--- config.mk ---
export PLATFORM = sky130hd
export DESIGN_NAME = polygon_vertex_loader
export DESIGN_NICKNAME = d
export VERILOG_FILES = /design/src/rtl/polygon_pkg.sv /design/src/rtl/vertex_transform.sv /design/src/rtl/polygon_vertex_loader.sv
export SDC_FILE = /design/constraint.sdc
export NUM_CORES = 1
export LEC_CHECK = 0
export BUFFER_PORTS_ARGS = -buffer_cell sky130_fd_sc_hd__clkbuf_2
export CAP_MARGIN = 30
export CORE_ASPECT_RATIO = 0.75
export CORE_MARGIN = 2
export CORE_UTILIZATION = 50
export CTS_CLUSTER_DIAMETER = 150
export DETAILED_ROUTE_END_ITERATION = 12
export PLACE_DENSITY_LB_ADDON = 0.1
export SETUP_SLACK_MARGIN = 0.02
export SYNTH_ARGS = -nofsm -noshare
export SYNTH_HDL_FRONTEND = slang
export SYNTH_SLANG_ARGS = --single-unit
--- constraint.sdc ---
create_clock -name clk_in -period 4.5 [get_ports clk_in]
set_input_delay 0.675 -clock clk_in [delete_from_list [all_inputs] [get_ports clk_in]]
set_output_delay 0.675 -clock clk_in [all_outputs]
set_load 0.05 [all_outputs]
--- src/rtl/polygon_pkg.sv ---
// Shared types and constants for the polygon vertex loader and the fill stage.
package polygon_pkg;

  localparam int DEFAULT_MAX_NUM_VERTICES = 4;

  typedef enum logic [1:0] {
    IDLE    = 2'd0,
    LOAD    = 2'd1,
    DRAIN   = 2'd2,
    PENDING = 2'd3
  } state_e;

endpackage

--- src/rtl/vertex_transform.sv ---
// World-to-screen transform: (w - cam) * PIXEL_SCALE in wrapping signed 32-bit arithmetic.
module vertex_transform #(
  parameter int PIXEL_SCALE = 1
) (
  input  logic signed [31:0] x_i,
  input  logic signed [31:0] y_i,
  input  logic signed [31:0] cam_x_i,
  input  logic signed [31:0] cam_y_i,
  output logic signed [31:0] sx_o,
  output logic signed [31:0] sy_o
);

  localparam logic signed [31:0] SCALE = 32'(PIXEL_SCALE);

  // Both the subtraction and the product keep only the low 32 bits; overflow wraps.
  function automatic logic signed [31:0] to_screen(input logic signed [31:0] w,
                                                   input logic signed [31:0] c);
    logic signed [31:0] d;
    d = w - c;
    return d * SCALE;
  endfunction

  assign sx_o = to_screen(x_i, cam_x_i);
  assign sy_o = to_screen(y_i, cam_y_i);

endmodule

--- src/rtl/polygon_vertex_loader.sv ---
// Collects a polygon's vertices into a write buffer and presents it to the fill stage at a frame boundary.
module polygon_vertex_loader
  import polygon_pkg::*;
#(
  parameter int MAX_NUM_VERTICES = DEFAULT_MAX_NUM_VERTICES,
  parameter int PIXEL_SCALE      = 1
) (
  input  logic                                clk_in,
  input  logic                                rst_in,
  input  logic                                frame_start_in,
  input  logic [31:0]                         camera_x_in,
  input  logic [31:0]                         camera_y_in,
  input  logic                                vertex_valid_in,
  output logic                                vertex_ready_out,
  input  logic signed [31:0]                  vertex_x_in,
  input  logic signed [31:0]                  vertex_y_in,
  input  logic                                vertex_last_in,
  output logic signed [31:0]                  xs_out [MAX_NUM_VERTICES],
  output logic signed [31:0]                  ys_out [MAX_NUM_VERTICES],
  output logic [$clog2(MAX_NUM_VERTICES):0]   num_points_out,
  output logic                                polygon_valid_out,
  output logic                                error_out
);

  localparam int CW = $clog2(MAX_NUM_VERTICES) + 1;

  state_e             state_q, state_d;
  logic [CW-1:0]      count_q, count_d;
  logic signed [31:0] cam_x_q, cam_x_d, cam_y_q, cam_y_d;
  logic signed [31:0] wx_q [MAX_NUM_VERTICES];
  logic signed [31:0] wx_d [MAX_NUM_VERTICES];
  logic signed [31:0] wy_q [MAX_NUM_VERTICES];
  logic signed [31:0] wy_d [MAX_NUM_VERTICES];
  logic signed [31:0] ox_q [MAX_NUM_VERTICES];
  logic signed [31:0] ox_d [MAX_NUM_VERTICES];
  logic signed [31:0] oy_q [MAX_NUM_VERTICES];
  logic signed [31:0] oy_d [MAX_NUM_VERTICES];
  logic [CW-1:0]      np_q, np_d;
  logic               pv_q, pv_d;
  logic               err_q, err_d;

  logic               accept;
  logic signed [31:0] cam_x_sel, cam_y_sel;
  logic signed [31:0] sx, sy;

  assign vertex_ready_out = !rst_in && (state_q != PENDING);
  assign accept           = vertex_valid_in && vertex_ready_out;

  // The first vertex is transformed with the live camera, later ones with the captured copy.
  assign cam_x_sel = (state_q == IDLE) ? $signed(camera_x_in) : cam_x_q;
  assign cam_y_sel = (state_q == IDLE) ? $signed(camera_y_in) : cam_y_q;

  vertex_transform #(
    .PIXEL_SCALE(PIXEL_SCALE)
  ) u_transform (
    .x_i     (vertex_x_in),
    .y_i     (vertex_y_in),
    .cam_x_i (cam_x_sel),
    .cam_y_i (cam_y_sel),
    .sx_o    (sx),
    .sy_o    (sy)
  );

  always_comb begin
    state_d = state_q;
    count_d = count_q;
    cam_x_d = cam_x_q;
    cam_y_d = cam_y_q;
    wx_d    = wx_q;
    wy_d    = wy_q;
    ox_d    = ox_q;
    oy_d    = oy_q;
    np_d    = np_q;
    pv_d    = pv_q;
    err_d   = 1'b0;

    case (state_q)
      IDLE: begin
        if (accept) begin
          cam_x_d = $signed(camera_x_in);
          cam_y_d = $signed(camera_y_in);
          wx_d[0] = sx;
          wy_d[0] = sy;
          if (vertex_last_in) begin
            err_d   = 1'b1;
            count_d = '0;
          end else begin
            count_d = CW'(1);
            state_d = LOAD;
          end
        end
      end
      LOAD: begin
        if (accept) begin
          if (count_q == CW'(MAX_NUM_VERTICES)) begin
            err_d   = 1'b1;
            count_d = '0;
            state_d = vertex_last_in ? IDLE : DRAIN;
          end else begin
            for (int i = 0; i < MAX_NUM_VERTICES; i++) begin
              if (count_q == CW'(i)) begin
                wx_d[i] = sx;
                wy_d[i] = sy;
              end
            end
            count_d = count_q + CW'(1);
            // count_q >= 2 here means this last beat makes at least three vertices.
            if (vertex_last_in) begin
              if (count_q >= CW'(2)) begin
                state_d = PENDING;
              end else begin
                err_d   = 1'b1;
                count_d = '0;
                state_d = IDLE;
              end
            end
          end
        end
      end
      DRAIN: begin
        if (accept && vertex_last_in) begin
          state_d = IDLE;
        end
      end
      PENDING: begin
        if (frame_start_in) begin
          for (int i = 0; i < MAX_NUM_VERTICES; i++) begin
            ox_d[i] = (CW'(i) < count_q) ? wx_q[i] : '0;
            oy_d[i] = (CW'(i) < count_q) ? wy_q[i] : '0;
          end
          np_d    = count_q;
          pv_d    = 1'b1;
          count_d = '0;
          state_d = IDLE;
        end
      end
      default: state_d = IDLE;
    endcase
  end

  always_ff @(posedge clk_in) begin
    if (rst_in) begin
      state_q <= IDLE;
      count_q <= '0;
      cam_x_q <= '0;
      cam_y_q <= '0;
      np_q    <= '0;
      pv_q    <= 1'b0;
      err_q   <= 1'b0;
      for (int i = 0; i < MAX_NUM_VERTICES; i++) begin
        wx_q[i] <= '0;
        wy_q[i] <= '0;
        ox_q[i] <= '0;
        oy_q[i] <= '0;
      end
    end else begin
      state_q <= state_d;
      count_q <= count_d;
      cam_x_q <= cam_x_d;
      cam_y_q <= cam_y_d;
      np_q    <= np_d;
      pv_q    <= pv_d;
      err_q   <= err_d;
      wx_q    <= wx_d;
      wy_q    <= wy_d;
      ox_q    <= ox_d;
      oy_q    <= oy_d;
    end
  end

  assign xs_out            = ox_q;
  assign ys_out            = oy_q;
  assign num_points_out    = np_q;
  assign polygon_valid_out = pv_q;
  assign error_out         = err_q;

endmodule

## After elaboration in Yosys (flattened, before gate mapping)

Index checks and enable logic that the tools add are counted.

| storage, ports and cells | value |
|---|---|
| bits of input ports | 133 |
| logic and storage cells | 115 |
| register bits | 586 |

| cells by class | value |
|---|---|
| magnitude comparators | 5 |
| equality and inequality tests | 16 |
| add/sub/neg operators | 3 |
| bitwise gates (word level) | 1 |
| muxes and demuxes | 51 |
| reduce and logical (&&, ||, !) cells | 16 |

Operator list:

| operator | number |
|---|---|
| 32-bit two-way mux | 20 |
| 128-bit two-way mux | 4 |
| 32-bit one-hot mux with 2 select lines | 2 |
| 32-bit subtractor | 2 |
| 2-bit two-way mux | 9 |
| 3-bit two-way mux | 6 |
| 2-bit != test, second input constant | 8 |
| 4-bit AND reduction | 4 |
| 3-bit one-hot mux with 3 select lines | 1 |
| 2-bit one-hot mux with 4 select lines | 1 |
| 1-bit two-way mux | 7 |
| 3-bit by 2-bit == test with 1-bit output, second input constant | 2 |
| 1-bit by 3-bit < comparator with 1-bit output, first input constant | 2 |
| 2-bit by 3-bit < comparator with 1-bit output, first input constant | 2 |
| 6-bit AND reduction | 1 |
| 5-bit AND reduction | 1 |
| 2-bit == test, second input constant | 2 |
| 2-bit AND reduction | 2 |
| 3-bit by 1-bit adder with 3-bit output, second input constant | 1 |
| 3-bit by 1-bit == test with 1-bit output, second input constant | 1 |
| 3-bit == test, second input constant | 1 |
| 3-bit by 2-bit >= comparator with 1-bit output, second input constant | 1 |
| 1-bit logical AND | 3 |
| 3-bit zero test | 1 |
| 8 further kinds | 8 |

## Depth between registers and ports, before layout

Gate-level depths: netlist of the first run.

| logic depth | value |
|---|---|
| depth after elaboration | 7 |
| mapped depth | 16 |
| gate-level depth less buffers | 13 |

## By module

From an unflattened synthesis of the first run, not the netlist that was laid out.

| unflattened totals | value |
|---|---|
| cells, all modules | 2989 |
| area total of the unflattened synthesis | 24509.8 sq um |

Modules (own cells, without submodules):

| module | cells each | area an instance (sq um) | sequential area each (sq um) | times used |
|---|---|---|---|---|
| polygon_vertex_loader | 2467 | 21010.2 | 11731.3 | 1 |
| vertex_transform | 522 | 3499.6 | 0.0 | 1 |

## Worst setup path after synthesis of the first run

Ideal clock, no wire load.

| timing | value |
|---|---|
| path kind | reg2reg |
| from | register state_q[0] |
| to | register wx_q[62] in the netlist's numbering |
| buffers on the path | 3 |
| data required time | 4430 ps |
| slack | 423 ps |
| cell stages (with the launch flop) | 17 |
| arrival time | 4007 ps |
| period minus slack after synthesis | 4077 ps |
| cell sequence | dfxtp_1 -> inv_1 -> ha_1 -> clkbuf_1 -> clkbuf_1 -> buf_1 -> mux2_2 -> ha_1 -> fa_1 -> nor2b_1 -> o2111ai_2 -> a211oi_2 -> nor3_1 -> o31a_1 -> o311ai_2 -> nand2_1 -> a21oi_1 |

| on the way | value |
|---|---|
| cells in the longest elaborated chain, start to end | 4 |
| elaborated cells between the ends (all ways) | 8 |
| classes of those cells | 1 x add/sub; 2 x eq/ne; 1 x mux; 4 x reduce/logical |

Ends and longest elaborated chain:

| element | line | RTL |
|---|---|---|
| start: declaration | polygon_vertex_loader.sv:27 | `state_e state_q, state_d;` |
| start signal: assignment | polygon_vertex_loader.sv:157 | `state_q <= state_d;` |
| branches (longest 4 deep; another with 32-bit subtractor) | -- |  |
| end signal: assignment | polygon_vertex_loader.sv:164 | `wx_q <= wx_d;` |
| end: declaration | polygon_vertex_loader.sv:30 | `logic signed [31:0] wx_q [MAX_NUM_VERTICES];` |

Parallel ways; which one is timed is not known.
A chain may end at the register's enable or synchronous reset.

## Worst setup path in the final report of the first run

| timing | value |
|---|---|
| from | register state_q[0] |
| to | register wy_q[87] in the netlist's numbering |

| on the way | value |
|---|---|
| cells in the longest elaborated chain, start to end | 4 |
| elaborated cells between the ends (all ways) | 8 |
| classes of those cells | 1 x add/sub; 2 x eq/ne; 1 x mux; 4 x reduce/logical |

Ends and longest elaborated chain:

| element | line | RTL |
|---|---|---|
| branches (longest 4 deep; another with 32-bit subtractor) | -- |  |
| end signal: assignment | polygon_vertex_loader.sv:165 | `wy_q <= wy_d;` |
| end: declaration | polygon_vertex_loader.sv:32 | `logic signed [31:0] wy_q [MAX_NUM_VERTICES];` |

Parallel ways; which one is timed is not known.

==> results.cfg, run 1 <==
[sta]
fin_skew_ns = 0.0207
setup-tns-final_ns = 0
finalCritPeriodShare_pct = 94.5
slew_violations = 0
fin_hold_ws_ns = 0.289
setup_viol = 0
fmaxAchievable_ghz = 0.235
max_slew.worst_pin.slew_ns = 1.12
finalCriticalPeriod_ns = 4.25
rsz0062_at_grt = false
slew_headroom_pct = 24.7
finalHoldViolCount = 0
setup_slack_ns = 0.246

[power]
vdd_ir_drop_max_uv = 316
share_seq_of_total_power_pct = 43.4
p_sw_uw = 3830
sw_frac_of_total_pct = 30.9
p_int_uw = 8590
p_leak_uw = 0.0117
totalPowerFinal_uw = 12400
power_frac_clock_pct = 36.5
power_density_nw_per_um2 = 429
pwr-share-comb_pct = 20.1

[die]
row_count = 70
start_util_pct = 50.6
core_sq_um = 48700
die_h_microns = 196
die_width_microns = 260
io_pins = 395
dieArea_sq_um = 51100

[run]
cap_violations = 0

[grt]
overflow = 0
grt_pass1_vias = 20900
grt_max_degree = 218
grt_pass1_wl_microns = 125000
antenna_found_initial = 6
grt_util_all_layers_pct = 31.5

[clock_tree]
cts_buffers = 55
clk_transition_reported_paths_ns = 0.07
clockBufferDepth = 3
tritoncts = yes
cts_setup_buffers = 0
clockRootBuffer = clkbuf_16
cts_max_level = 2
cts_sinks = 586
insertion_delay_ns = 0.63

[setup_path]
required_ns = 5.04
cp-end-kind = flip-flop
cp_slowest_cell = o21ai_0
cpPeakStageDelay_ns = 0.63
worstSetupStartpointType = flip-flop
worst-setup-path-type = reg2reg
crit_arrival_ns = 4.79
critPathMaxFanout = 25
crit_path_cell_trace = inv_1 > ha_4 > buf_4 > buf_4 > mux2i_1 > ha_1 > a21o_1 > a31oi_1 > nor3_1 > a211oi_2 > a21oi_1 > o21ai_0 > nand3_1 > a21oi_1

[routing]
finalWirelength_microns = 83300
viasPerCell = 5.82
antenna_left = 0
wl_per_cell_microns = 21.0
via_count = 23100
drtIter0Drc = 2437
route.detailed.drc = 0
firstDrtPassIters = 5

[synth]
synth_edf_count = 0
synth_area_leaders = dfxtp_1 48%, nand2_1 8.8%, a21oi_1 7.6%, a22oi_1 5.8%, nor2_1 4.4%
netlist_area_sq_um = 24700
ys_warn_count = 0
synth_top_cell_by_area = dfxtp_1
seq_area_frac_synth_pct = 47.6
async_flop_share_pct = 0
ys.flop_type = dfxtp_1
synth.distinct_cells = 74
ys_ff_latch = 586
avgSynthCellArea_sq_um = 8.24
synthCells = 2992
synth_nets = 3196
synth.top_cell.area_share_pct = 47.6

[place]
gp_congestion = 0.973
port-buffer-count = 394
dp_hpwl_microns = 59800
dp_worst_setup_slack_ns = 0.323

[final_layout]
syn_to_final_growth_pct = 17.3
drive_above_1_share_pct = 17.7
nNetsFinal = 3488

[run_status]
outcome = finished, final reports clean

[worst_hold_path]
hold_path.class = in2reg
-- placed cells by master (no fill, tap or decap), drive strengths merged, types with 12 or more instances in the layout --
master,Yosys,layout
dfxtp,586,586
nand2,575,575
clkbuf,195,473
a21oi,375,375
nor2,287,287
a22oi,192,192
nand3,172,172
o21ai,72,72
ha,69,69
buf,31,68
mux2i,65,65
a21o,43,43
a211oi,32,32
inv,26,28
xnor2,22,22
a31oi,20,20
nor3,20,20
and3,18,18
xor2,17,17
nand2b,16,16
o21a,14,14
or3,13,13
clkinv,1,13
o31ai,12,12
-- synthesized netlist by cell type (all sizes together), types with 11 or more instances --
cell type / n
a211oi: 32
a21o: 43
a21oi: 375
a22oi: 192
a31oi: 20
and2: 11
and3: 18
buf: 31
clkbuf: 195
dfxtp: 586
ha: 69
inv: 26
mux2i: 65
nand2: 575
nand2b: 16
nand3: 172
nand4: 11
nor2: 287
nor3: 20
o21a: 14
o21ai: 72
o31ai: 12
or3: 13
or4: 11
xnor2: 22
xor2: 17
-- through the flow --
step / instance area [sq um] / std cells / util, %
floorplan: 24700 / 2992 / -
global placement: 27100 / 3871 / 55.7
detailed placement: 27200 / 3873 / 55.8
CTS: 28900 / 3968 / 59.3
global route: 28900 / 3972 / 59.4
finish: 28900 / 3972 / 59.4
-- cell type report --
class                      instances  area (sq um)
sequential                       586         11700
timing repair buffer             461          2530
inverter                          27           101
tap                              648           811
clock inverter                    15           139
antenna                            2          5.00
fill                            4456         19800
multi-input combinational       2153         12000
clock buffer                      80          1600
-- timing repair --
item,CTS,global route
hold buffers,0,0
endpoints found under the setup margin,0,2
gates resized for setup,0,1
-- critical path, delay by kind of cell, from the launching register on --
kind,cells,cell delay (ns)
muxes,1,0.21
DFF,1,0.33
buffers and inverters,3,0.85
AOI/OAI and AO/OA,6,1.85
adders and majority gates,2,0.66
and+or+nand+nor,2,0.25
-- worst paths after layout --
check | from | end | slack (ns) | depth (start not counted)
worst max register to register | state_q[0] | wy_q[87] | 0.25 | 14
worst min-delay path | camera_x_in[7] | cam_x_q[7] | 0.29 | 3
worst max-delay path | state_q[0] | wy_q[87] | 0.25 | 14
worst min register to register | ys_out[16] | ys_out[16] | 0.45 | 2
-- routing by layer --
metal	part of all wire, %	wire length, microns	vias to the layer above	GRT usage, %
met5	0.016	13	-	0
met4	2.7	2250	2	9.10
met3	9.2	7640	123	6.43
met2	39	32500	902	41.2
met1	49	40900	11100	50.6
li1	-	-	11000	-
-- power groups by stage --
stage	clock, uW	combinational [uW]	sequential, uW
3_3_place_gp	0	2360	5490
5_1_grt	4800	2650	5400
2_1_floorplan	0	1390	5470
6_report	4530	2500	5390
4_1_cts	4600	2400	5380
3_5_place_dp	0	2390	5500
-- flip-flops by register name (all words and copies together) (netlist names), 3 cells and up --
name / flops
wy_q: 128
num_points_out: 3
xs_out: 128
cam_y_q: 32
ys_out: 128
count_q: 3
cam_x_q: 32
wx_q: 128
-- cell families (layout without fill, tap and decap cells) --
logic type | Yosys count | in the layout | share of synthesized area (%)
simple gates | 1157 | 1157 | 19.8
fa+ha+maj | 71 | 71 | 3.66
other cells | 0 | 2 | 0
compound gates | 816 | 816 | 20.6
buf+inv | 253 | 583 | 4.04
xor+xnor | 39 | 39 | 1.39
mux | 70 | 70 | 2.87
flops | 586 | 586 | 47.6
Note: power is estimated with default switching activity, not from simulation.
==> run 2, diff against run 1 <==
--- a/config.mk
+++ b/config.mk
@@ -9,7 +9,7 @@
 export CAP_MARGIN = 30
 export CORE_ASPECT_RATIO = 0.75
 export CORE_MARGIN = 2
-export CORE_UTILIZATION = 50
+export CORE_UTILIZATION = 45
 export CTS_CLUSTER_DIAMETER = 150
 export DETAILED_ROUTE_END_ITERATION = 12
 export PLACE_DENSITY_LB_ADDON = 0.1
==> run 2 against run 1 <==
Maximum frequency up 0.77%. Register-to-register slack improved by 0.03 ns. Count of clock-buffer cells in the layout down 2. Sequential share of layout area is 0.57 points lower. Die area is 11% higher. Non-clock buffer count rose by 4. Global-route usage decreased by 2.6 points. Critical endpoint is now wy_q[19]. Largest cell class unchanged. Largest power group unchanged.
==> results.cfg, run 2 (same netlist as run 1, synthesis figures left out) <==
[place]
dp_hpwl_microns = 61300
dp_worst_setup_slack_ns = 0.405
gp_congestion = 0.931
port-buffer-count = 394

[sta]
slew_violations = 0
max_slew.worst_pin.slew_ns = 1.03
finalCriticalPeriod_ns = 4.22
setup_slack_ns = 0.279
slew_headroom_pct = 31.5
setup_viol = 0
finalCritPeriodShare_pct = 93.8
setup-tns-final_ns = 0
finalHoldViolCount = 0
fin_hold_ws_ns = 0.263
rsz0062_at_grt = false
fmaxAchievable_ghz = 0.237
fin_skew_ns = 0.0138

[run]
cap_violations = 0

[clock_tree]
tritoncts = yes
insertion_delay_ns = 0.65
cts_sinks = 586
cts_setup_buffers = 0
cts_buffers = 56
clockRootBuffer = clkbuf_16
clk_transition_reported_paths_ns = 0.07
cts_max_level = 2
hold_buffers = 0
clockBufferDepth = 3
ctsResizeCount = 0

[setup_path]
worst-setup-path-type = reg2reg
required_ns = 5.07
crit_arrival_ns = 4.79
critPathMaxFanout = 35
cp-end-kind = flip-flop
worstSetupStartpointType = flip-flop

[die]
io_pins = 395
die_h_microns = 207
row_count = 74
die_width_microns = 274
dieArea_sq_um = 56700
core_sq_um = 54300
start_util_pct = 45.4

[grt]
grt_pass1_wl_microns = 126000
grt_max_degree = 207
grt_pass1_vias = 20900
antenna_found_initial = 5
overflow = 0
grt_util_all_layers_pct = 28.9

[final_layout]
final_cell_mix = 585 x dfxtp_1, 572 x nand2_1, 393 x clkbuf_2
syn_to_final_growth_pct = 19.0
nNetsFinal = 3493
drive_above_1_share_pct = 18.2
final_common_cell = dfxtp_1
n_fill_cell = 5207

[routing]
viasPerCell = 5.71
antenna_left = 0
finalWirelength_microns = 85400
drtIter0Drc = 2139
wl_per_cell_microns = 21.0
via_count = 23200
firstDrtPassIters = 5
route.detailed.drc = 0

[power]
vdd_ir_drop_max_uv = 329
p_leak_uw = 0.0119
totalPowerFinal_uw = 13000
power_density_nw_per_um2 = 443

[worst_hold_path]
hold_path.class = in2reg

[run_status]
outcome = finished, final reports clean
## run 2: changes by cell type in the layout (fill, tap and decap cells not counted), sizes merged
cell      change
clkinv        +3
diode         -1
buf           +4
clkinvlp      +2
bufinv        +7
clkbuf        -2
## run 2: critical path, cell delays in order, from the launching register on
cell      delay [ns]
dfxtp_1         0.33
inv_1           0.15
ha_4            0.33
buf_12          0.28
mux2i_1         0.25
ha_1            0.30
o21a_1          0.21
o31a_1          0.15
o31a_1          0.31
a211oi_2        0.47
a211oi_1        0.17
o21ai_0         0.79
nand3_1         0.18
a21oi_1         0.16
## run 2: power by group
part | switching (uW) | internal, uW | leakage [uW]
clock | 2170 | 2960 | 0.000988
sequential | 72.1 | 5310 | 0.00473
combinational | 1690 | 816 | 0.00614
## run 2: cell type report
class | instances | area (sq um) | share of cell area (%)
multi-input combinational | 2153 | 12000 | 40.9
sequential | 586 | 11700 | 40.0
timing repair buffer | 465 | 2580 | 8.79
clock buffer | 78 | 1630 | 5.57
tap | 722 | 903 | 3.08
clock inverter | 27 | 383 | 1.30
inverter | 27 | 101 | 0.345
antenna | 1 | 2.50 | 0.00853
## run 2: layer usage
layer | routed length [microns] | GRT usage [%] | vias up
li1 | - | - | 11000
met1 | 42100 | 45.1 | 11100
met2 | 33500 | 38.9 | 906
met3 | 7790 | 6.98 | 128
met4 | 2000 | 7.51 | 2
met5 | 8 | 0 | -
## run 2: final timing paths
path | end | start | cells after the start | slack (ns)
worst max-delay path | wy_q[19] | state_q[0] | 13 | 0.28
worst min-delay path | cam_x_q[14] | camera_x_in[14] | 3 | 0.26
worst max register to register | wy_q[19] | state_q[0] | 13 | 0.28
worst min register to register | xs_out[22] | xs_out[22] | 2 | 0.45
## run 2: through the flow
stage	cell area (sq um)	util, %	cells
3_3_place_gp	27300	50.3	3951
2_1_floorplan	24700	-	2992
6_report	29300	54.1	4059
5_1_grt	29300	54.1	4059
3_5_place_dp	27300	50.3	3952
4_1_cts	29300	54.0	4057
